### src/rtl/mem_stage.sv
// mem_stage: memory-access pipeline stage that sits directly after the execute stage.
// It issues word loads and stores on a single-master bus using an active-low address
// strobe and an active-low ready handshake. The MEM pipeline register it produces
// feeds the write-back stage.
//
// Ports:
//   clk, rst            clock; synchronous active-high reset
//   stall, flush        hold / bubble the MEM register (from pipeline control)
//   int_detect          interrupt pending: no new access, MEM register bubbles
//   busy                a bus cycle is outstanding; upstream must stall
//   ex_*                EX pipeline register (PC, valid, ctrl fields, mem op, data)
//   mem_fwd_data        combinational stage result, used for forwarding
//   bus_*               address strobe / rw / address / write data / read data / ready
//   mem_*               MEM pipeline register outputs

module mem_stage (
    input  logic        clk,
    input  logic        rst,
    input  logic        stall,
    input  logic        flush,
    input  logic        int_detect,
    output logic        busy,
    input  logic [29:0] ex_pc,
    input  logic        ex_en,
    input  logic        ex_br_flag,
    input  logic [1:0]  ex_ctrl_op,
    input  logic [4:0]  ex_dst_addr,
    input  logic        ex_gpr_we_,
    input  logic [2:0]  ex_exp_code,
    input  logic [1:0]  ex_mem_op,
    input  logic [31:0] ex_mem_wr_data,
    input  logic [31:0] ex_data_out,
    output logic [31:0] mem_fwd_data,
    output logic        bus_as_,
    output logic        bus_rw,
    output logic [29:0] bus_addr,
    output logic [31:0] bus_wr_data,
    input  logic [31:0] bus_rd_data,
    input  logic        bus_rdy_,
    output logic [29:0] mem_pc,
    output logic        mem_en,
    output logic        mem_br_flag,
    output logic [1:0]  mem_ctrl_op,
    output logic [4:0]  mem_dst_addr,
    output logic        mem_gpr_we_,
    output logic [2:0]  mem_exp_code,
    output logic [31:0] mem_out
);

    localparam logic [1:0] ST_IDLE   = 2'd0;
    localparam logic [1:0] ST_ACCESS = 2'd1;
    localparam logic [1:0] ST_DONE   = 2'd2;

    localparam logic [1:0] OP_LDW = 2'd1;
    localparam logic [1:0] OP_STW = 2'd2;

    localparam logic [2:0] EXP_NONE       = 3'h0;
    localparam logic [2:0] EXP_MISS_ALIGN = 3'h3;

    logic [1:0]  state_q, state_d;
    logic        abort_q, abort_d;
    logic        as_q, as_d;
    logic        rw_q, rw_d;
    logic [29:0] addr_q, addr_d;
    logic [31:0] wd_q, wd_d;
    logic [31:0] rd_buf_q, rd_buf_d;

    logic [29:0] mem_pc_q, mem_pc_d;
    logic        mem_en_q, mem_en_d;
    logic        mem_br_q, mem_br_d;
    logic [1:0]  mem_ctrl_q, mem_ctrl_d;
    logic [4:0]  mem_dst_q, mem_dst_d;
    logic        mem_we_q, mem_we_d;
    logic [2:0]  mem_exp_q, mem_exp_d;
    logic [31:0] mem_out_q, mem_out_d;

    logic        is_mem_op, miss_align, req, kill, drop;
    logic [31:0] result;

    assign is_mem_op  = ex_en & ((ex_mem_op == OP_LDW) | (ex_mem_op == OP_STW));
    assign miss_align = is_mem_op & (ex_data_out[1:0] != 2'b00) & (ex_exp_code == EXP_NONE);
    assign req        = is_mem_op & (ex_data_out[1:0] == 2'b00) & (ex_exp_code == EXP_NONE)
                        & ~int_detect & ~flush;
    assign kill       = flush | int_detect;
    // A flushed access still runs to completion on the bus; its data must not reach
    // the MEM register even after the flush pulse has gone away.
    assign drop       = (state_q == ST_ACCESS) & abort_q;

    always_comb begin
        state_d  = state_q;
        abort_d  = abort_q;
        as_d     = as_q;
        rw_d     = rw_q;
        addr_d   = addr_q;
        wd_d     = wd_q;
        rd_buf_d = rd_buf_q;
        busy     = 1'b0;
        case (state_q)
            ST_IDLE: begin
                if (req) begin
                    state_d = ST_ACCESS;
                    busy    = 1'b1;
                    abort_d = 1'b0;
                    as_d    = 1'b0;
                    rw_d    = (ex_mem_op == OP_LDW);
                    addr_d  = ex_data_out[31:2];
                    wd_d    = ex_mem_wr_data;
                end
            end
            ST_ACCESS: begin
                if (bus_rdy_) begin
                    busy = 1'b1;
                    if (kill) abort_d = 1'b1;
                end else begin
                    as_d     = 1'b1;
                    rd_buf_d = bus_rd_data;
                    // Park in DONE only when the result is still wanted but cannot be
                    // accepted yet; this avoids re-issuing the access.
                    if (stall && !kill && !abort_q) state_d = ST_DONE;
                    else                            state_d = ST_IDLE;
                end
            end
            ST_DONE: begin
                if (!stall || kill) state_d = ST_IDLE;
            end
            default: state_d = ST_IDLE;
        endcase
    end

    always_comb begin
        result = ex_data_out;
        case (state_q)
            ST_ACCESS: if (rw_q) result = bus_rd_data;
            ST_DONE:   if (rw_q) result = rd_buf_q;
            default:   if (miss_align) result = '0;
        endcase
    end

    always_comb begin
        mem_pc_d   = mem_pc_q;
        mem_en_d   = mem_en_q;
        mem_br_d   = mem_br_q;
        mem_ctrl_d = mem_ctrl_q;
        mem_dst_d  = mem_dst_q;
        mem_we_d   = mem_we_q;
        mem_exp_d  = mem_exp_q;
        mem_out_d  = mem_out_q;
        if (kill || (!stall && (busy || drop))) begin
            mem_pc_d   = '0;
            mem_en_d   = 1'b0;
            mem_br_d   = 1'b0;
            mem_ctrl_d = '0;
            mem_dst_d  = '0;
            mem_we_d   = 1'b1;
            mem_exp_d  = '0;
            mem_out_d  = '0;
        end else if (!stall) begin
            mem_pc_d   = ex_pc;
            mem_en_d   = ex_en;
            mem_br_d   = ex_br_flag;
            mem_ctrl_d = ex_ctrl_op;
            mem_dst_d  = ex_dst_addr;
            mem_we_d   = ex_gpr_we_ | miss_align;
            mem_exp_d  = miss_align ? EXP_MISS_ALIGN : ex_exp_code;
            mem_out_d  = result;
        end
    end

    always_ff @(posedge clk) begin
        if (rst) begin
            state_q    <= ST_IDLE;
            abort_q    <= 1'b0;
            as_q       <= 1'b1;
            rw_q       <= 1'b1;
            addr_q     <= '0;
            wd_q       <= '0;
            rd_buf_q   <= '0;
            mem_pc_q   <= '0;
            mem_en_q   <= 1'b0;
            mem_br_q   <= 1'b0;
            mem_ctrl_q <= '0;
            mem_dst_q  <= '0;
            mem_we_q   <= 1'b1;
            mem_exp_q  <= '0;
            mem_out_q  <= '0;
        end else begin
            state_q    <= state_d;
            abort_q    <= abort_d;
            as_q       <= as_d;
            rw_q       <= rw_d;
            addr_q     <= addr_d;
            wd_q       <= wd_d;
            rd_buf_q   <= rd_buf_d;
            mem_pc_q   <= mem_pc_d;
            mem_en_q   <= mem_en_d;
            mem_br_q   <= mem_br_d;
            mem_ctrl_q <= mem_ctrl_d;
            mem_dst_q  <= mem_dst_d;
            mem_we_q   <= mem_we_d;
            mem_exp_q  <= mem_exp_d;
            mem_out_q  <= mem_out_d;
        end
    end

    assign mem_fwd_data = result;
    assign bus_as_      = as_q;
    assign bus_rw       = rw_q;
    assign bus_addr     = addr_q;
    assign bus_wr_data  = wd_q;
    assign mem_pc       = mem_pc_q;
    assign mem_en       = mem_en_q;
    assign mem_br_flag  = mem_br_q;
    assign mem_ctrl_op  = mem_ctrl_q;
    assign mem_dst_addr = mem_dst_q;
    assign mem_gpr_we_  = mem_we_q;
    assign mem_exp_code = mem_exp_q;
    assign mem_out      = mem_out_q;

endmodule

### config.mk
export PLATFORM = sky130hd
export DESIGN_NAME = mem_stage
export DESIGN_NICKNAME = d
export VERILOG_FILES = /design/src/rtl/mem_stage.sv
export SDC_FILE = /design/constraint.sdc
export NUM_CORES = 1
export LEC_CHECK = 0
export BUFFER_PORTS_ARGS = -buffer_cell sky130_fd_sc_hd__buf_2
export CAP_MARGIN = 25
export CORE_ASPECT_RATIO = 1.2
export CORE_MARGIN = 2
export CORE_UTILIZATION = 25
export CTS_BUF_LIST = sky130_fd_sc_hd__clkbuf_16
export CTS_CLUSTER_SIZE = 16
export DETAILED_ROUTE_END_ITERATION = 16
export GPL_TIMING_DRIVEN = 1
export SYNTH_ARGS = -nofsm -noshare
export SYNTH_HDL_FRONTEND = slang
export SYNTH_SLANG_ARGS = --single-unit
export TNS_END_PERCENT = 10
### constraint.sdc
create_clock -name clk -period 1.7 [get_ports clk]
set_input_delay 0.085 -clock clk [delete_from_list [all_inputs] [get_ports clk]]
set_output_delay 0.085 -clock clk [all_outputs]
set_load 0.05 [all_outputs]
# [Yosys cells after proc, flatten, opt, wreduce, memory -nomap -nowiden]
# Cells that the tools add are included.
# W data, S select, Z words.
[totals] ff_bits=174 out_inout_bits=172 input_bits=147
[op_classes] reduce_logical=20 eq_ne=9 n_bitwise=14 mux=19
[op_table] op="$mux W32" count=3
[op_table] op="$pmux W32 S2" count=1
[op_table] op="$ne A2 B2 Y1 const B" count=5
[op_table] op="$and A1 B1 Y1" count=8
[op_table] op="$mux W2" count=4
[op_table] op="$mux W1" count=6
[op_table] op="$pmux W1 S2" count=3
[op_table] op="$pmux W2 S3" count=1
[op_table] op="$reduce_and A3 Y1" count=2
[op_table] op="$eq A2 B1 Y1 const B" count=2
[op_table] op="$eq A2 B2 Y1 const B" count=2
[op_table] op="$logic_not A2 Y1" count=2
[op_table] op="$reduce_and A2 Y1" count=2
[op_table] op="$reduce_and A4 Y1" count=1
[op_table] op="$reduce_bool A2 Y1" count=2
[op_table] op="$logic_and A1 B1 Y1" count=3
[op_table] op="$logic_not A1 Y1" count=3
[op_table] op="$logic_not A3 Y1" count=1
[op_table] op="$logic_or A1 B1 Y1" count=3
[op_table] op="$mux W3" count=1
[op_table] op="$not A1 Y1" count=3
[op_table] op="$or A1 B1 Y1" count=3
[op_table] op="$reduce_or A2 Y1" count=1

# [Logic depth before layout (Yosys ltp)]
# Gate-level depths: netlist of the first run.
[depth] ltp_word=13 ltp_mapped=9 ltp_nobuf=6

# [Worst setup path after synthesis of the first run]
# Ideal clock, no wire load.
[synth_path] path_type="input to register" from="in ex_mem_op[1]" to="reg mem_out_q[0] (netlist: mem_out[0])" cell_stages=6 slack_ns=-0.476 arrival_ns=2.057 path_cell_list="inv_1 ha_1 or4b_2 o21ai_0 o211ai_1 o211a_1"
[synth_via] word_cells_on_any_way=18 classes_between="2 x eq/ne; 4 x mux; 8 x bitwise; 4 x reduce/logical"
[synth_lines] item="start, declared" line_no="30" rtl="input logic [1:0] ex_mem_op,"
[synth_lines] item="$eq A2 B1 Y1 / $eq A2 B2 Y1 (equally long branches)" line_no="80" rtl="assign is_mem_op = ex_en & ((ex_mem_op == OP_LDW) | (ex_mem_op == OP_STW));"
[synth_lines] item="$or A1 B1 Y1 *" line_no="80"
[synth_lines] item="$and A1 B1 Y1 *" line_no="80"
[synth_lines] item="$and A1 B1 Y1 * (2 in a row)" line_no="81" rtl="assign miss_align = is_mem_op & (ex_data_out[1:0] != 2'b00) & (ex_exp_code == EXP_NONE);"
[synth_lines] item="$mux W32 *" line_no="135" rtl="default: if (miss_align) result = '0;"
[synth_lines] item="$pmux W32 S2 *" line_no="132" rtl="case (state_q)"
[synth_lines] item="net mem_fwd_data[0]" line_no="33" rtl="output logic [31:0] mem_fwd_data,"
[synth_lines] item="end signal, assigned" line_no="201" rtl="mem_out_q <= mem_out_d;"
[synth_lines] item="end, declared" line_no="75" rtl="logic [31:0] mem_out_q, mem_out_d;"
# Mark *: on every way through the listed nets, which the timed path passes. The rest lies on a longest branch.
# A chain may end at the register's enable or synchronous reset.

# [Final worst setup path of the first run]
[layout_path] from="reg state_q[1]" to="out mem_fwd_data[5]"
[layout_via] elab_chain_len=2 word_cells_on_any_way=3 classes_between="2 x eq/ne; 1 x mux"
[layout_lines] item="start, declared" line_no="60" rtl="logic [1:0] state_q, state_d;"
[layout_lines] item="start signal, assigned" line_no="187" rtl="state_q <= state_d;"
[layout_lines] item="$eq A2 B2 Y1 / $eq A2 B1 Y1 (equally long branches)" line_no="132"
[layout_lines] item="$pmux W32 S2 *" line_no="132"
[layout_lines] item="end, declared" line_no="33"
# Every way passes the cells marked *; elsewhere a longest branch is shown, timed or not.

==> run summary, run 1 <==
The run finished, with violations left. The final reports fail on negative setup slack. Routability-driven placement finished with a final weighted congestion of 0.8187.

The logs give -401.7 ps for the worst-case setup margin in the final layout and 59 for the maximum number of pins on one net before global-route repair. Count of pins over their slew limit: 0. The fraction of the core area covered by cells at the end of the flow came out at 42.27%. Once the floorplan was initialized, standard cells occupied 25.34% of the core.

The endpoint class of the critical path was an output pin. For this run, the number of Yosys warnings is 0. After global routing the overflow that remains totals 0. TritonCTS built the clock tree. The die covers 31420 um2. The share of the yosys chip area belonging to registers is 46.42%.

For this run, design rule violations remaining after detail routing come to 0. Of the cells placed in the final design, the portion with a size suffix greater than 1 is 34.56%. Counting the buffers created by CTS gives 17.

The average vias per placed instance works out to 4.763. The primary flip-flop cell chosen by synthesis mapping is sky130_fd_sc_hd__dfxtp_1. Data on the critical path arrives at its endpoint at 2020 ps. The first-pass GRT wire length is 45840 um, and the width of the die is 162.2 um. Relative to the synthesized area, the layout overhead comes to 66.82%. The number of nets produced by synthesis came out at 1066. Yosys attributes the largest share of cell area to sky130_fd_sc_hd__dfxtp_1, sky130_fd_sc_hd__nand2_1, sky130_fd_sc_hd__a21oi_1.

The routed layout has 8479 vias. The relative slew slack is 53.07%, and the number of sinks on the clock net is 174. Dividing the detail-routed wire length by the instance count gives 16.52 um. The number of primary I/O pins came out at 319.

For this run, the post-layout net count is 1527. STA puts the critical path data required time at 1620 ps. The total wire length came out at 29400 um.

The tool flagged a number of max-cap violations equal to 0. Setup repair after global routing could not meet its margin everywhere. In this run the biggest area consumer among cell types represents 46.42% of the synthesized area.

The most frequent cell after synthesis was sky130_fd_sc_hd__nand2_1. For the worst voltage drop across the vdd grid, the log shows 452.1 uV. The mapped netlist covers 7503 um2. Top cell type by total area after synthesis: sky130_fd_sc_hd__dfxtp_1. The slew at the pin closest to its max-slew limit is 703.9 ps.

The number of filler instances in the final layout is 2860. The initial antenna violation count is 1. Yosys mapped a number of flops with a built-in enable equal to 0. For this block, the initial DRC count from the detailed router was 536. The number of standard cells in the layout, taps in and fillers out is 1780, and the total negative slack is -10950 ps. Flop and latch count out of synthesis: 174. The critical path is of the flip-flop to output pin type. Summed over all nets, the half-perimeter wirelength after detailed placement is 19680 um. The count of endpoints failing setup in the final report was 34; the detailed-router iteration count before antenna repair was 4. The reported leakage power is 5.363 nW, and the maximum fanout along the worst path is 9. The final number of hold-violating endpoints is 0. After synthesis, the mean cell area works out to 8.200 um2. The async set or reset register ratio after synthesis is 0%, and the area of the core is 29610 um2. The detail route stage leaves a number of antenna-violating nets equal to 0.

The power density over the cells was 748.2 nW/um2. The clock root buffer was sky130_fd_sc_hd__clkbuf_16. Worst hold path class: input pin to flip-flop. The final critical-path share of the clock period is 123.6%. The clock tree skew after final layout is 8.327 ps.

The die height is 193.8 um. By count the netlist is led by sky130_fd_sc_hd__nand2_1, sky130_fd_sc_hd__dfxtp_1, sky130_fd_sc_hd__a21oi_1. The worst setup path is launched from a flip-flop. After floorplanning, the core was divided into 69 placement rows. The clock transition time at the flip-flop clock pins of the worst setup and hold paths is 70 ps, and the maximum buffer depth of the clock tree is 2. The worst path in the final design needs a cycle of 2102 ps, including I/O delays and setup. For the via count of the first global-routing pass, the log shows 8626. The fmax came out at 475.8 MHz. Buffers placed on the I/O ports in this run total 318. The logs give 1603 for the count of placed standard cells including taps and 4 for the number of H-tree branching levels. The clock insertion delay at the later pin of the skew report is 420 ps, and the post-synthesis instance total is 915. The number of library cell types mapped by synthesis was 37; the global-route total usage across every layer was 18.34%.
## state kept, by name (all words and copies together) (netlist names), 3 cells and up
name          flops
mem_exp_code      3
mem_pc           30
mem_dst_addr      5
rd_buf_q         32
bus_addr         30
bus_wr_data      32
mem_out          32
## critical path, cell delays in order, from the launching register on
cell and delay, ps:
sky130_fd_sc_hd__dfxtp_2 320, sky130_fd_sc_hd__buf_4 130, sky130_fd_sc_hd__ha_4 210, sky130_fd_sc_hd__buf_8 150
sky130_fd_sc_hd__a22o_1 200, sky130_fd_sc_hd__a22o_1 210, sky130_fd_sc_hd__a22o_4 220, sky130_fd_sc_hd__buf_6 150
## final cells by class
class | count | area [um2] | area share [%]
multi-input cells | 654 | 3993 | 31.90
repair buffers | 521 | 3964 | 31.67
flip-flops and latches | 174 | 3490 | 27.88
well taps | 390 | 488.0 | 3.898
clock buffers | 17 | 425.4 | 3.399
clock inverters | 15 | 122.6 | 0.9796
inverters | 8 | 32.53 | 0.2599
diodes | 1 | 2.502 | 0.01999
## cell usage in the layout, fill, tap and decap left out, types with 4 or more instances in the layout
cell type / netlist / routed
sky130_fd_sc_hd__a21oi_1: 127 / 125
sky130_fd_sc_hd__a22o_1: 47 / 41
sky130_fd_sc_hd__a22o_4: 0 / 6
sky130_fd_sc_hd__a22oi_1: 45 / 39
sky130_fd_sc_hd__a22oi_2: 0 / 6
sky130_fd_sc_hd__buf_12: 0 / 18
sky130_fd_sc_hd__buf_2: 18 / 283
sky130_fd_sc_hd__buf_4: 0 / 45
sky130_fd_sc_hd__buf_6: 0 / 30
sky130_fd_sc_hd__buf_8: 0 / 9
sky130_fd_sc_hd__clkbuf_16: 0 / 18
sky130_fd_sc_hd__clkinv_4: 0 / 4
sky130_fd_sc_hd__dfxtp_1: 174 / 171
sky130_fd_sc_hd__dlygate4sd3_1: 0 / 135
sky130_fd_sc_hd__ha_4: 0 / 4
sky130_fd_sc_hd__inv_1: 8 / 6
sky130_fd_sc_hd__mux2i_1: 40 / 40
sky130_fd_sc_hd__nand2_1: 226 / 216
sky130_fd_sc_hd__nand2_2: 0 / 9
sky130_fd_sc_hd__nand3_1: 18 / 18
sky130_fd_sc_hd__nor2_1: 46 / 45
sky130_fd_sc_hd__nor2b_1: 17 / 13
sky130_fd_sc_hd__nor3b_2: 0 / 12
sky130_fd_sc_hd__o211ai_1: 17 / 17
sky130_fd_sc_hd__o21ai_0: 20 / 5
sky130_fd_sc_hd__o21ai_1: 0 / 13
## cell families (layout without fill, tap and decap cells)
family          count (synthesis)  count (layout)  synth area share (%)
fa+ha+maj                       4               4                0.6670
simple gates                  338             338                 19.61
other cells                     0               1                     0
mux                            40              40                 5.336
flops                         174             174                 46.42
compound gates                271             272                 23.26
buf+inv                        88             561                 4.702
## final timing paths
kind	start	endpoint	slack (ps)	depth (start not counted)
setup / recovery	state_q[1]	mem_fwd_data[5]	-400	7
hold / removal	ex_exp_code[0]	mem_exp_code[0]	50	3
setup reg to reg	state_q[1]	mem_out[0]	-70	8
hold reg to reg	bus_wr_data[23]	bus_wr_data[23]	440	2
## metrics by stage
stage | power, mW | hold slack, ps | worst slack (ps) | area [um2]
detailed placement | 5.389 | 322.0 | -205.6 | 10050
global placement | 5.380 | 312.4 | -183.6 | 10050
floorplan | 4.928 | 221.0 | -284.0 | 7674
global route | 9.738 | 55.05 | -473.5 | 12520
CTS | 9.454 | 31.72 | -454.9 | 12340
finish | 9.365 | 47.62 | -401.7 | 12520
## routing by layer
layer | global-route usage, % | up-vias | share of wire, %
li1 | - | 4113 | -
met1 | 21.12 | 4025 | 41
met2 | 33.33 | 303 | 51
met3 | 4.214 | 38 | 5.6
met4 | 5.736 | 0 | 2.3
met5 | 0 | - | 0
## timing repair
action                                  in CTS  in global routing
pin swaps                                   12                 37
cloned                                       2                  1
resized for setup                           95                 45
hold buffers                               135                  0
endpoints found under the setup margin     106                124
buffers inserted                             5                  2
endpoints found under the hold margin      155                  0
## power by group
part / internal (mW) / switching (mW)
logic: 0.644 / 0.841
registers: 4.13 / 0.0298
clock network: 2.01 / 1.72
(Power assumes the default switching activity.)
==> run 2: changes to the inputs <==
--- a/config.mk
+++ b/config.mk
@@ -10,7 +10,6 @@
 export CORE_ASPECT_RATIO = 1.2
 export CORE_MARGIN = 2
 export CORE_UTILIZATION = 25
-export CTS_BUF_LIST = sky130_fd_sc_hd__clkbuf_16
 export CTS_CLUSTER_SIZE = 16
 export DETAILED_ROUTE_END_ITERATION = 16
 export GPL_TIMING_DRIVEN = 1
==> run 2 against run 1 <==
Net effect: power up 1.5%; non-clock buffer count stayed put; design area up 0.24%; highest routed layer unchanged; count of clock-buffer cells in the layout up 3; clock skew barely moved; the flow still finishes with violations (negative setup slack); clock power is 4% higher; die area is the same; critical path depth stayed put; register-to-register slack hardly changed; largest power group unchanged.
==> run summary, run 2 (same netlist as run 1, synthesis figures left out) <==
The flow ran to the end, but the final reports show violations. The checks that failed: negative setup slack. The final route contains 8488 vias. The total power was 9.505 mW; the number of nets in the final layout was 1527. The finished cells cover 12550 um2. The run gives 452.4 uV as the worst voltage drop across the vdd grid. The post-placement setup slack is -205.6 ps, and the width of the die is 162.2 um. The die height was 193.8 um; the clock tree skew after final layout was 8.139 ps. The slack of the worst reg-to-reg path was -70 ps.

The count of pins over their slew limit is 0. The logs give 2020 ps for the arrival time at the worst endpoint and -10920 ps for the total negative slack. The tools report the worst min-delay path startpoint as ex_exp_code[0]. 319 I/O pins were placed. Via count of the first global-routing pass: 8627.

The worst register-to-register path begins at state_q[1]. Setup repair after global routing could not meet its margin everywhere. In this run the clock root is driven by a sky130_fd_sc_hd__clkbuf_16. The routability congestion estimate was 0.8187; the power density over the cells was 757.5 nW/um2. Once layout is complete, the utilization of the core stands at 42.37%. For the initial antenna violation count, the log shows 1. The total wire length was 29400 um; the reported leakage power was 5.380 nW. During placement, the flow inserted port buffers numbering 318. The worst-case setup margin in the final layout was -400.1 ps; the relative slew slack was 53.98%.

The worst register-to-register path has a depth of 8. The floorplan step defined a die boundary enclosing 31420 um2. The total DRC errors in the routed layout is 0, and the area of all sequential standard cells is 3490 um2.

The first global-routing pass estimated 45840 um of wire. Across all hold checks on the routed design, the worst slack comes to 47.75 ps. The clock transition time at the flip-flop clock pins of the worst setup and hold paths works out to 70 ps. The floorplan step defined a core boundary enclosing 29610 um2. The initial utilization of the core area, before any placement, comes to 25.34%. Post-DP HPWL: 19680 um.

The number of H-tree branching levels was 4. In this run the cell area measured after placement is 10050 um2. Global routing used 18.34% of the available tracks across all layers. After detailed placement, the design holds a cell count of 1603. The critical path is of the flip-flop to output pin type. The logs give 0 for the final number of hold-violating endpoints and 69 for the number of core rows. In this run the worst hold path is classified as input pin to flip-flop. The total grt overflow came out at 0. The category of the worst setup path launch point was a flip-flop.

For the worst setup path, the data required time is 1620 ps. In the final layout, the multi-input gates occupy 3993 um2. Number of filler instances in the final layout: 2857. Cells with a size suffix above 1 make up 34.77% of the layout. The critical path starts at state_q[1]. The capture endpoint of the worst hold path was mem_exp_code[0]. The final critical path time including I/O delays and setup is 2100 ps, and the average vias per placed instance is 4.769. Endpoint class of the critical path: an output pin. TritonCTS built the clock tree.

Of all nets on the critical path, the largest fanout is 9. The slew at the pin closest to its max-slew limit was 690.2 ps. In the final routed layout, each cell accounts on average for 16.52 um. The logs give 488 for the violation count after the first detailed-routing iteration and 0 for the number of maximum-capacitance constraint violations. After layout, the worst path uses 123.5% of the clock period. The logs give 5 for the detailed-router iteration count before antenna repair and 174 for the number of sinks on the clock net. Clock latency on the worst-skew pair, taken at its later pin, is 420 ps. Setup violations remaining at the end of the flow were counted as 34.

Based on the critical path, the design can be clocked at up to 476.2 MHz. In the layout the commonest cells are sky130_fd_sc_hd__buf_2, sky130_fd_sc_hd__nand2_1, sky130_fd_sc_hd__dfxtp_1. The antenna violation net count after detailed routing is 0. The worst hold path passes through 3 cells.

The most common library cell in the layout ignoring fill and taps was sky130_fd_sc_hd__buf_2. Entering global routing, the biggest net connects 59 pins. The run gives 1780 as the number of standard cells in the layout, taps in and fillers out.

The run gives 2 as the maximum buffer depth of the clock tree. TritonCTS created 17 clock buffers. The worst register-to-register path ends at mem_out[0]. The area added between synthesis and finish came out at 67.22%.
run 2: area by class of cell:
type,instances,share of cell area [%]
Antenna cell,1,0.01994
Clock buffer,20,3.720
Clock inverter,12,0.8875
Inverter,8,0.2593
Multi-Input combinational cell,654,31.82
Sequential cell,174,27.81
Tap cell,390,3.889
Timing Repair Buffer,521,31.59
run 2: critical path, cell delays in order (launching register included):
cell and delay (ps):
sky130_fd_sc_hd__dfxtp_2 320, sky130_fd_sc_hd__buf_4 130, sky130_fd_sc_hd__ha_4 210, sky130_fd_sc_hd__buf_8 150, sky130_fd_sc_hd__a22o_1 190, sky130_fd_sc_hd__a22o_1 210, sky130_fd_sc_hd__a22o_4 220, sky130_fd_sc_hd__buf_6 150
run 2: how the worst max path moves through the flow:
stage,slack (ps),endpoint
floorplan,-280,mem_out[0]
global placement,-180,mem_fwd_data[3]
detailed placement,-210,mem_exp_code[0]
CTS,-450,mem_fwd_data[13]
global route,-470,mem_fwd_data[6]
finish,-400,mem_fwd_data[5]
run 2: timing repair:
action / 4_1_cts / 5_1_grt
setup endpoints to repair: 106 / 124
hold buffers: 135 / 0
cloned: 2 / 1
buffers inserted: 5 / 2
endpoints found under the hold margin: 155 / 0
pin swaps: 12 / 37
gates resized for setup: 95 / 45
run 2: layer usage:
metal	up-vias	global-route usage (%)	wire length (um)	share of wire [%]
met2	306	33.33	15050	51
li1	4110	-	-	-
met3	38	4.214	1654	5.6
met4	0	5.736	674	2.3
met1	4034	21.12	12030	41
met5	-	0	0	0
run 2: report_power, final:
group / leakage [nW] / internal [mW] / switching (mW) / total (mW)
logic: 3.69 / 0.643 / 0.840 / 1.48
clock network: 0.278 / 2.14 / 1.72 / 3.86
registers: 1.41 / 4.13 / 0.0298 / 4.16
total: 5.38 / 6.91 / 2.59 / 9.50
==> run 3: changes to the inputs <==
--- a/config.mk
+++ b/config.mk
@@ -5,6 +5,7 @@
 export SDC_FILE = /design/constraint.sdc
 export NUM_CORES = 1
 export LEC_CHECK = 0
+export ABC_AREA = 1
 export BUFFER_PORTS_ARGS = -buffer_cell sky130_fd_sc_hd__buf_2
 export CAP_MARGIN = 25
 export CORE_ASPECT_RATIO = 1.2
==> run 3 against run 2 <==
Net effect: the run still ends with negative setup slack left; sequential cell count did not move; synthesized cell count rose by 31%; count of clock-buffer cells in the layout fell by 2; cell count rose by 17%; first-iteration DRC count fell by 1.8%; maximum frequency rose by 8.7%; hold slack got worse by 30 ps; die area rose by 7.4%; register-to-register slack improved by 40 ps; largest power group is now combinational cells.
==> run summary, run 3 <==
Setup violations remaining at the end of the flow were counted as 36. For this design the ratio of total power to cell area is 1230 nW/um2. Yosys mapped the design onto 20 distinct sky130hd cell types. The run gives 8069 um2 as the area of the mapped netlist. The run finished, with violations left. Static timing analysis puts the maximum clock frequency at 517.6 MHz. CTS placed an instance of sky130_fd_sc_hd__clkbuf_16 at the clock tree root. For the required arrival time at the worst endpoint, the log shows 1620 ps.

The worst path uses 113.6% of the clock period. In the synthesized netlist the dominant register cell turns out to be sky130_fd_sc_hd__dfxtp_1. Entering global routing, the biggest net connects 58 pins. In the layout the commonest cells are sky130_fd_sc_hd__nand2_1, sky130_fd_sc_hd__buf_2, sky130_fd_sc_hd__dfxtp_1. Standard cell area after detailed placement: 10410 um2.

The initial antenna violation count was 0; the global-route total usage across every layer was 18.41%. The category of the worst setup path launch point was a flip-flop. The fraction of layout instances using a drive strength above 1 is 31.23%. After synthesis, the cell types taking the most area are sky130_fd_sc_hd__dfxtp_1, sky130_fd_sc_hd__nand2_1, sky130_fd_sc_hd__nor2_1.

In this run the static leakage power is 6.681 nW. The tools report the number of antenna cells inserted as 0. Yosys mapped a number of flops with a built-in enable equal to 0. The worst path needs 1932 ps of the cycle, external delays included.

The final number of hold-violating endpoints is 0, and the async set or reset register ratio after synthesis is 0%. In the global route stage, met2 resource usage came out at 32.53%. The checks that failed: negative setup slack. The synthesized area per cell came out at 6.724 um2. Across the run, the number of max-cap violations was 0.

Worst-case setup margin in the final layout: -232.0 ps. After legalization and detailed placement, the total HPWL measured 20300 um. The critical path start-end classification is flip-flop to output pin.

During I/O placement, the number of pins put on the boundary was 319. Global routing consumed, on the met1 layer, 20.61% of the routing resources. The run gives 0.8332 as the routability congestion estimate. In the final timing run, aggregate negative setup slack is -6066 ps. The total power was 16.48 mW; the number of core rows was 72. The number of sinks on the clock net was 174; the total wire length was 31510 um.

TritonCTS built the clock tree. After detailed routing, the number of vias per cell comes to 4.449. The via count of the first global-routing pass is 9211. The total grt overflow came out at 0. The most common cell in the synthesized netlist is sky130_fd_sc_hd__nand2_1. For the post-synthesis instance total, the log shows 1200. Data arrives at the worst endpoint at 1850 ps. Of the synthesized area, sequential elements account for 43.17%. Summing all flip-flop and latch instances after layout gives 3490 um2. Measured on the finished design, the core utilization comes to 41.89%. Once the floorplan was initialized, standard cells occupied 25.23% of the core. The die is 168 um wide. In the final routed layout, each cell accounts on average for 15.11 um. In this run the worst path has a maximum fanout of 6. Clock-pin slew was measured on the worst setup and hold paths at 60 ps.

The worst setup path is captured at an output pin. The clock tree skew after final layout was 14.76 ps. The most common library cell in the layout ignoring fill and taps was sky130_fd_sc_hd__nand2_1.

The first-pass GRT wire length is 48560 um. The later pin in the worst-skew pair is clocked with a latency of 460 ps. The die height was 200.8 um. For met3 alone, demand over resource in global routing was 4.318%. The worst hold path class was input pin to flip-flop.

At the placement stage, the worst setup path has a slack of 29.14 ps. For the pin with the worst max-slew slack, the measured transition is 388.2 ps. The synthesis warning total is 0.

The flop and latch count out of synthesis is 174. Number of filler instances in the final layout: 3160. The number of nets in the synthesized netlist is 1351. The most used routing layer in global routing is met2. The quantity of I/O buffers inserted on ports was 318. In the routed design, unresolved DRC markers number 0. The detailed router finished its first iteration with 479 violations. The run gives 835.8 uV as the worst voltage drop across the vdd grid.

The top-area cell type share of the netlist area is 43.17%, and the number of nets in the final layout is 1816. The tools report the area of the core as 31980 um2. The top cell type by total area after synthesis was sky130_fd_sc_hd__dfxtp_1. The count of pins over their slew limit was 0. The detail route stage leaves a number of antenna-violating nets equal to 0. The relative slew slack was 74.12%; the via count of the routed design was 9276. The number of H-tree branching levels was 4; the post-route cell area was 13400 um2. The multi-input combinational cells in the finished layout cover a total of 4146 um2. Area added between synthesis and finish: 66.04%. Setup repair after global routing could not meet its margin everywhere. The number of buffers created by CTS was 17. By count the netlist is led by sky130_fd_sc_hd__nand2_1, sky130_fd_sc_hd__nor2_1, sky130_fd_sc_hd__dfxtp_1. Detailed-router iteration count before antenna repair: 5.

The maximum buffer depth of the clock tree is 2, and the overall die area is 33730 um2.
==> run 3: layout make-up <==
cell class / instances / area share, %
Timing Repair Buffer: 524 / 31.35
Multi-Input combinational cell: 837 / 30.95
Sequential cell: 174 / 26.05
Tap cell: 407 / 3.801
Clock buffer: 18 / 3.278
Inverter: 111 / 3.166
Clock inverter: 14 / 1.410
==> run 3: logic make-up (layout without fill, tap and decap cells) <==
group | Yosys count | in the layout | synth area share (%)
flip-flops | 174 | 174 | 43.17
adder cells (fa/ha/maj) | 4 | 4 | 0.6203
buffers and inverters | 189 | 667 | 9.862
AND/OR/NAND/NOR | 598 | 598 | 28.30
multiplexers | 40 | 40 | 4.962
AO/OA/AOI/OAI | 195 | 195 | 13.09
==> run 3: power breakdown <==
group / total, mW / switching, mW / internal [mW]
combinational: 7.76 / 4.44 / 3.32
sequential: 4.42 / 0.114 / 4.31
clock: 4.31 / 1.81 / 2.50
total: 16.5 / 6.36 / 10.1
==> run 3: critical path, cell delays in order, from the launching register on <==
cell and delay, ps:
sky130_fd_sc_hd__dfxtp_2 330, sky130_fd_sc_hd__inv_4 70, sky130_fd_sc_hd__buf_6 90, sky130_fd_sc_hd__ha_4 190, sky130_fd_sc_hd__buf_6 160, sky130_fd_sc_hd__inv_4 40
sky130_fd_sc_hd__nand2_4 60, sky130_fd_sc_hd__nand3_2 60, sky130_fd_sc_hd__nand2_1 70, sky130_fd_sc_hd__nand2_1 60, sky130_fd_sc_hd__nand2_2 90, sky130_fd_sc_hd__buf_8 150
==> run 3: layer usage <==
metal	up-vias	part of all wire [%]
met5	-	0
met3	76	5.6
met4	0	4.1
met2	312	50
li1	4636	-
met1	4252	40
==> run 3: final timing paths <==
check,from,to,slack [ps],cells after the start
setup reg to reg,state_q[0],mem_out[5],-30,11
hold reg to reg,bus_addr[16],bus_addr[16],440,2
hold / removal,ex_gpr_we_,mem_gpr_we_,20,5
setup / recovery,state_q[1],mem_fwd_data[0],-230,11
==> run 3: timing repair <==
item	CTS	global route
setup buffers	22	7
endpoints found under the hold margin	132	0
pin swaps	25	28
endpoints found under the setup margin	33	73
hold buffers	131	0
cloned	6	2
gates resized for setup	138	50
==> run 3: through the flow <==
stage,cells,hold WS (ps)
final,2085,17.49
after global routing,2085,27.79
after floorplan,1200,154.1
after detailed placement,1886,331.4
after CTS,2077,1.005
after global placement,1886,324.4
